===== config.mk =====
export PLATFORM = sky130hd
export DESIGN_NAME = x4_frame_reader
export DESIGN_NICKNAME = d
export VERILOG_FILES = /design/src/rtl/x4_frame_reader.sv
export SDC_FILE = /design/constraint.sdc
export NUM_CORES = 1
export LEC_CHECK = 0
export BUFFER_PORTS_ARGS = -buffer_cell sky130_fd_sc_hd__buf_2
export CAP_MARGIN = 0
export CORE_MARGIN = 5
export CORE_UTILIZATION = 55
export DETAILED_ROUTE_END_ITERATION = 10
export GPL_ROUTABILITY_DRIVEN = 0
export GPL_TIMING_DRIVEN = 0
export HOLD_SLACK_MARGIN = 0.06
export PLACE_DENSITY = 0.84
export SYNTH_ARGS = -nofsm -noshare
export SYNTH_HDL_FRONTEND = slang
export SYNTH_SLANG_ARGS = --single-unit

===== constraint.sdc =====
create_clock -name clk_i -period 4.2 [get_ports clk_i]
set_clock_uncertainty 0.15 [all_clocks]
set_input_delay 0.84 -clock clk_i [delete_from_list [all_inputs] [get_ports clk_i]]
set_output_delay 0.84 -clock clk_i [all_outputs]
set_load 0.05 [all_outputs]

===== src/rtl/x4_frame_reader.sv =====
// x4_frame_reader
// Reads one radar frame from the X4 frame FIFO over an external byte-level
// SPI engine. Each frame starts on a rising edge of x4_isr_i while enabled.
// The reader then sends the FIFO read command (8'h80 | FIFO_ADDR) and pulls
// FRAME_BINS samples of three bytes each, MSB first. Each sample is packed as
// {b0,b1,b2}, a 24-bit two's complement value sign-extended to 25 bits, and
// emitted as a one-cycle strobe.
//
// Optional build macro: X4_OVERRUN_DET_EN adds overrun_cnt_o.
//
// Ports
//   clk_i              system clock, rising edge
//   rst_i              asynchronous active-high reset
//   enable_i           arms capture; only looked at while idle
//   x4_isr_i           asynchronous frame-ready from X4
//   spi_cs_o           active-low chip select, low for the whole burst
//   spi_tx_en_o        transmit-byte request
//   spi_rx_en_o        receive-byte request
//   spi_data_in_o      byte to transmit
//   spi_data_out_i     received byte
//   spi_tx_done_i      transmit byte complete
//   spi_rx_done_i      receive byte complete
//   x4data_valid_o     one-cycle sample strobe
//   x4data_data_o      signed 25-bit sample, held until the next strobe
//   frame_sop_o        first sample of the frame
//   frame_eop_o        last sample of the frame
//   x4data_isr2mcu_o   one-cycle frame-complete pulse
//   spi_err_o          one-cycle pulse when an SPI wait times out
//   busy_o             frame in progress
//   overrun_cnt_o      (X4_OVERRUN_DET_EN only) isr edges ignored while busy,
//                      saturates at 255
module x4_frame_reader #(
  parameter int unsigned FRAME_BINS = 188,
  parameter logic [7:0]  FIFO_ADDR  = 8'h31,
  parameter int unsigned TIMEOUT    = 4096
) (
  input  logic        clk_i,
  input  logic        rst_i,
  input  logic        enable_i,
  input  logic        x4_isr_i,
  output logic        spi_cs_o,
  output logic        spi_tx_en_o,
  output logic        spi_rx_en_o,
  output logic [7:0]  spi_data_in_o,
  input  logic [7:0]  spi_data_out_i,
  input  logic        spi_tx_done_i,
  input  logic        spi_rx_done_i,
  output logic        x4data_valid_o,
  output logic [24:0] x4data_data_o,
  output logic        frame_sop_o,
  output logic        frame_eop_o,
  output logic        x4data_isr2mcu_o,
  output logic        spi_err_o,
  output logic        busy_o
`ifdef X4_OVERRUN_DET_EN
  ,
  output logic [7:0]  overrun_cnt_o
`endif
);

  localparam int SW = (FRAME_BINS > 1) ? $clog2(FRAME_BINS) : 1;
  localparam int TW = $clog2(TIMEOUT + 1);
  localparam logic [SW-1:0] LAST_SAMPLE = SW'(FRAME_BINS - 1);
  localparam logic [TW-1:0] TMO_LOAD    = TW'(TIMEOUT - 1);
  localparam logic [7:0]    READ_CMD    = 8'h80 | FIFO_ADDR;

  typedef enum logic [2:0] {
    S_IDLE, S_ADDR, S_ADDR_WAIT, S_RX, S_RX_WAIT, S_EMIT, S_DONE
  } state_t;

  state_t        state_q, state_d;
  logic [2:0]    isr_sync_q;
  logic [1:0]    byte_cnt_q, byte_cnt_d;
  logic [SW-1:0] sample_cnt_q, sample_cnt_d;
  logic [TW-1:0] tmo_q, tmo_d;
  logic [15:0]   shift_q, shift_d;
  logic [24:0]   data_q, data_d;
  logic          err_q, err_d;
  logic          isr_rise;

  // Two flops synchronise, the third gives the previous value for the edge.
  assign isr_rise = isr_sync_q[1] & ~isr_sync_q[2];

  always_ff @(posedge clk_i or posedge rst_i) begin
    if (rst_i) begin
      state_q      <= S_IDLE;
      isr_sync_q   <= '0;
      byte_cnt_q   <= '0;
      sample_cnt_q <= '0;
      tmo_q        <= '0;
      shift_q      <= '0;
      data_q       <= '0;
      err_q        <= 1'b0;
    end else begin
      state_q      <= state_d;
      isr_sync_q   <= {isr_sync_q[1:0], x4_isr_i};
      byte_cnt_q   <= byte_cnt_d;
      sample_cnt_q <= sample_cnt_d;
      tmo_q        <= tmo_d;
      shift_q      <= shift_d;
      data_q       <= data_d;
      err_q        <= err_d;
    end
  end

  always_comb begin
    state_d          = state_q;
    byte_cnt_d       = byte_cnt_q;
    sample_cnt_d     = sample_cnt_q;
    tmo_d            = tmo_q;
    shift_d          = shift_q;
    data_d           = data_q;
    err_d            = 1'b0;
    spi_cs_o         = 1'b1;
    spi_tx_en_o      = 1'b0;
    spi_rx_en_o      = 1'b0;
    spi_data_in_o    = 8'h00;
    x4data_valid_o   = 1'b0;
    frame_sop_o      = 1'b0;
    frame_eop_o      = 1'b0;
    x4data_isr2mcu_o = 1'b0;
    busy_o           = 1'b1;

    case (state_q)
      S_IDLE: begin
        busy_o       = 1'b0;
        byte_cnt_d   = '0;
        sample_cnt_d = '0;
        if (isr_rise && enable_i) state_d = S_ADDR;
      end
      S_ADDR: begin
        spi_cs_o      = 1'b0;
        spi_tx_en_o   = 1'b1;
        spi_data_in_o = READ_CMD;
        tmo_d         = TMO_LOAD;
        state_d       = S_ADDR_WAIT;
      end
      S_ADDR_WAIT: begin
        spi_cs_o      = 1'b0;
        spi_tx_en_o   = 1'b1;
        spi_data_in_o = READ_CMD;
        if (spi_tx_done_i) begin
          state_d = S_RX;
        end else if (tmo_q == '0) begin
          err_d   = 1'b1;
          state_d = S_IDLE;
        end else begin
          tmo_d = tmo_q - 1'b1;
        end
      end
      S_RX: begin
        spi_cs_o    = 1'b0;
        spi_rx_en_o = 1'b1;
        tmo_d       = TMO_LOAD;
        state_d     = S_RX_WAIT;
      end
      S_RX_WAIT: begin
        spi_cs_o    = 1'b0;
        spi_rx_en_o = 1'b1;
        if (spi_rx_done_i) begin
          if (byte_cnt_q == 2'd2) begin
            // b0 sits in shift_q[15:8]; its MSB is the sample sign.
            data_d     = {shift_q[15], shift_q, spi_data_out_i};
            byte_cnt_d = '0;
            state_d    = S_EMIT;
          end else begin
            shift_d    = {shift_q[7:0], spi_data_out_i};
            byte_cnt_d = byte_cnt_q + 1'b1;
            state_d    = S_RX;
          end
        end else if (tmo_q == '0) begin
          err_d   = 1'b1;
          state_d = S_IDLE;
        end else begin
          tmo_d = tmo_q - 1'b1;
        end
      end
      S_EMIT: begin
        spi_cs_o       = 1'b0;
        x4data_valid_o = 1'b1;
        frame_sop_o    = (sample_cnt_q == '0);
        frame_eop_o    = (sample_cnt_q == LAST_SAMPLE);
        if (sample_cnt_q == LAST_SAMPLE) begin
          state_d = S_DONE;
        end else begin
          sample_cnt_d = sample_cnt_q + 1'b1;
          state_d      = S_RX;
        end
      end
      S_DONE: begin
        x4data_isr2mcu_o = 1'b1;
        state_d          = S_IDLE;
      end
      default: state_d = S_IDLE;
    endcase
  end

  assign x4data_data_o = data_q;
  assign spi_err_o     = err_q;

`ifdef X4_OVERRUN_DET_EN
  logic [7:0] ovr_q;

  always_ff @(posedge clk_i or posedge rst_i) begin
    if (rst_i) begin
      ovr_q <= '0;
    end else if (isr_rise && (state_q != S_IDLE) && (ovr_q != 8'hFF)) begin
      ovr_q <= ovr_q + 1'b1;
    end
  end

  assign overrun_cnt_o = ovr_q;
`endif

endmodule

**Yosys cells after proc, flatten, opt, wreduce, memory -nomap -nowiden**

Cells that the tools add are included.

- Register bits after elaboration: 70
- Input bits: 14
- Output and inout port bits: 42

- Add/subtract/negate cells: 3
- Equal/unequal tests: 13
- Muxes and demuxes: 29
- Bitwise gates (word level): 3
- Reduce and logical (&&, ||, !) cells: 16

Operators with widths:

| kind | count |
|---|---|
| 2-to-1 mux 13 bit | 3 |
| case mux 13 bit (3 select lines) | 1 |
| 2-to-1 mux 3 bit | 6 |
| case mux 3 bit (6 select lines) | 1 |
| 2-to-1 mux 8 bit | 2 |
| case mux 8 bit (2 select lines) | 1 |
| logical NOT 13 bit | 1 |
| subtractor 13 x 1 -> 13 bit, second input constant | 1 |
| 2-to-1 mux 1 bit | 11 |
| inequality test 2 bit, second input constant | 5 |
| equality test 3 bit, second input constant | 3 |
| AND reduction 3 bit | 3 |
| adder 8 x 1 -> 8 bit, second input constant | 1 |
| equality test 8 bit, second input constant | 1 |
| logical NOT 8 bit | 1 |
| equality test 3 x 2 -> 1 bit, second input constant | 2 |
| OR reduction 2 bit | 3 |
| OR reduction 5 bit | 1 |
| 2-to-1 mux 2 bit | 2 |
| case mux 2 bit (2 select lines) | 1 |
| AND reduction 2 bit | 2 |
| nonzero test 2 bit | 2 |
| equality test 3 x 1 -> 1 bit, second input constant | 1 |
| logical NOT 3 bit | 1 |
| other kinds (7) | 8 |

**Logic depth before layout (Yosys ltp)**

- Depth in word-level cells: 5
- Depth in mapped cells: 7

**Worst setup path after synthesis**

Ideal clock, no wire load.

- Path type: register to output
- Start: register state_q[0]
- End: output port spi_cs_o
- Data arrival time: 1.949 ns
- Data required time: 3.210 ns
- Setup slack: 1.261 ns
- Stages on the path, launching flop included: 6
- Buffers on the path: 1
- Path through: dfrtp_1 > buf_1 > or2_2 > nor2_1 > inv_1 > nand2_1

- Cells in the longest elaborated chain, start to end: 3

RTL lines:

| item | line | RTL |
|---|---|---|
| start: declaration | 71 | `state_t state_q, state_d;` |
| start signal: assignment | 95 | `state_q <= state_d;` |
| equality test 3 bit, or another cell as far along | 124 | `case (state_q)` |
| OR reduction 5 bit (no line) (*) | n/a |  |
| 2-to-1 mux 1 bit (*) | 124 |  |
| end: declaration | 41 | `output logic spi_cs_o,` |

Mark *: on every way between the ends. The rest lies on a longest branch, timed or not.

**Worst setup path in the final report**

Ends and elaborated chain as after synthesis.

==> impl_results.md <==
* Status: finished clean
* Gr busiest metal: met2
* Most used DFF post-synth: dfrtp_1
* Mapped Avg Cell Area at roughly 12 um^2
* Buffers on Ports at 50
* CP required at about 3.2 ns
* Period utilisation layout at just under 80%
* CP cell instances: buf_1 -> or2_2 -> nor2_1 -> inv_1 -> nand2_1 -> buf_2
* Depth of the CTS H-tree at 3
* Layout cell share with drive strength beyond 1 at a little over a third
* Worst min-delay path class: reg2reg
* Placeable Area at between 0.005 and 0.006 mm^2
* Hold Buf Count CTS at 0
* GR Layer Usage met3 at a little under 6%
* Reg clk slew, reported paths at around 0.08 ns
* Gr usage total at between 10% and 20%
* Via count of the first global-routing pass at around 2300
* Post-Synth Adder-Cell Area at roughly 1.6%
* Post-DRT Antenna Nets at 0
* R2R setup slack at between 1.5 and 2 ns
* Largest area contributor in the netlist: dfrtp_1
* Worst setup SP type: register
* Layout Nets at about 360
* Post-route minimum period at about 3.3 ns
* Fin Setup TNS at 0 ns
* Wirelength per Cell at 15.5 um
* Critical path class: reg2out
* CTS Buf Count at 9
* Post-DP HPWL at between 4 and 5 mm
* Synthesized netlist cell count at 274
* Post-synth top cells: dfrtp_1 (70), mux2_2 (41), nor2_1 (23)
* Grt met2 use at a little under a third
* Worst-path fanout max at 10
* Pwr Total at around 0.0023 W
* Worst slew pin tran at 0.823 ns
* Compound-Gate Fraction of Synth Area at about 6.9%
* Main combinational cell family by area after synthesis: multiplexers
* P per Cell Area at between 600 and 700 mW/mm^2
* Peak supply drop at around 720 uV
* Ranking of synthesized cells by area: dfrtp_1 (55%), mux2_2 (14%), nor2_1 (2.7%), buf_4 (2.4%), nand2_1 (1.8%)
* Post-synth EDFFs at 0
* Top-count cell post-synth: dfrtp_1
* Clock Sink Count at 70
* Die ar. at between 0.007 and 0.008 mm^2
* Routed WL at roughly 6.4 mm
* Initial antenna violation count at 0
* Crit-path slowest cell: nor2_1
* # resized after CTS at 0
* Boundary pin count at 56
* Number of library cell types mapped by synthesis at 44
* CP peak stage delay at 0.47 ns
* M1 GR Usage at around 24%
* Fin util at 67.1%
* Fmax at between 0.3 and 0.4 GHz
* CP arrival at 2.27 ns
* Pleak at between 1.5 and 2 nW
* First-pass GRT wire length at ~11 mm
* Placement Cell Area at about 0.0035 mm^2
* Starting Density at a little under three fifths
* Count of final setup violators at 0
* Area of the mapped netlist at 0.00319 mm^2
* ANT cells at 0
* Final Instance Area at roughly 0.0037 mm^2
* Mux cell area share after synthesis at 15.4%
* #FFs+latches synth at 70
* CTS tree: done
* Std cell rows at 27
* Pin count of the biggest net entering global routing at a little over 70
* CTS Root Cell: clkbuf_8
* Area growth, synth to finish at 17.4%
* Total grt overflow at 0
* Slew Viols, Final at 0
* Die Y-Extent at about 86 um
* RSZ-0062 raised after global routing: false
* DRC viols at 0
* Crit path capture type: output pin
* DR vias/cell at 5.50
* Setup Buffers After CTS at 0
* Via Count at between 2000 and 2500
* Xor/xnor share of the synthesized area at between 2 and 2.5%
* Clock latency on the worst-skew pair at ~0.34 ns
* Pre-antenna DRT Iters at 4
* Post-synthesis sequential area ratio at a little over half
* Post-Synth Simple-Gate Area at 13.9%
* Final Hold Viols at 0
* Synthesis warning total at 0
* Async S/R FF share, synth at 100%
* Die width at between 80 and 90 um
* Hold Worst Slack at roughly 0.21 ns
* Slew HR at between 40% and 50%
* Initial DRC count at ~240
* Max-Cap Viols at 0
* CTS max path bufs at 2
* Synth top area share at a little over half
per-layer routing:
| metal | up-vias | share of wire [%] |
|---|---|---|
| li1 | 1095 | - |
| met1 | 1108 | 42 |
| met2 | 73 | 49 |
| met3 | 8 | 7.3 |
| met4 | 0 | 1.1 |
| met5 | - | 0 |
power breakdown:
group / switching [W] / internal, W / total, W
combinational: 0.000627 / 0.000298 / 0.000924
clock: 0.000250 / 0.000290 / 0.000540
sequential: 0.0000771 / 0.000782 / 0.000860
cell type report:
class | instances | area [um^2]
sequential | 70 | 1750
fill | 429 | 1830
buffer | 19 | 113
inverter | 10 | 40.0
timing repair buffer | 50 | 250
tap | 72 | 90.1
clock inverter | 5 | 58.8
clock buffer | 11 | 141
multi-input combinational | 178 | 1300
through the flow:
stage                     worst slack [ns]  std cells
after global placement               0.657        399
final                                0.942        415
after CTS                            0.942        415
after floorplan                       1.26        277
after global routing                 0.804        415
after detailed placement              1.31        399
worst paths after layout:
path                                              start  cells after the start                      endpoint
worst max-delay path             state_q[0]$_DFFE_PP0P_                      6                      spi_cs_o
worst min-delay path            isr_sync_q[0]$_DFF_PP0_                      0       isr_sync_q[1]$_DFF_PP0_
worst max register to register   state_q[1]$_DFFE_PP0P_                      5  x4data_data_o[9]$_DFFE_PP0P_
worst min register to register  isr_sync_q[0]$_DFF_PP0_                      0       isr_sync_q[1]$_DFF_PP0_
max in group asynchronous                         rst_i                      2          tmo_q[9]$_DFFE_PP0P_
min in group asynchronous                         rst_i                      2       shift_q[10]$_DFFE_PP0P_
placed cells by master (no fill, tap or decap), types with 3 or more instances in the layout:
cell type,count
a21oi_1,4
and4_1,3
buf_2,53
buf_4,10
clkbuf_1,6
clkbuf_8,10
conb_1,4
dfrtp_1,70
ha_1,4
inv_1,9
mux2_2,41
mux2i_1,3
nand2_1,15
nand2b_1,5
nand3_1,10
nand4_1,9
nor2_1,23
nor3_1,3
o211ai_1,3
o21ai_0,10
or3_1,6
xnor2_1,3
xor2_1,6
sequential cells by signal, indices dropped and copies added, names as in the netlist:
name and cells:
sample_cnt_q 8, shift_q 16, isr_sync_q 3, state_q 3
byte_cnt_q 2, tmo_q 13, spi_err_o 1, x4data_data_o 24
worst max-delay path, delay by kind of cell, from the launching register on:
family                 cells  cell delay (ns)
buffers and inverters      3             0.61
and+or+nand+nor            3             0.91
DFF                        1             0.41
cells by family (layout without fill, tap and decap cells):
family / Yosys count / in the layout
buffers and inverters: 29 / 95
XOR/XNOR: 9 / 9
multiplexers: 44 / 44
AND/OR/NAND/NOR: 84 / 84
adder cells (fa/ha/maj): 4 / 4
AO/OA/AOI/OAI: 33 / 33
flip-flops: 70 / 70
other: 1 / 4
Note: power is estimated with default switching activity, not from simulation.
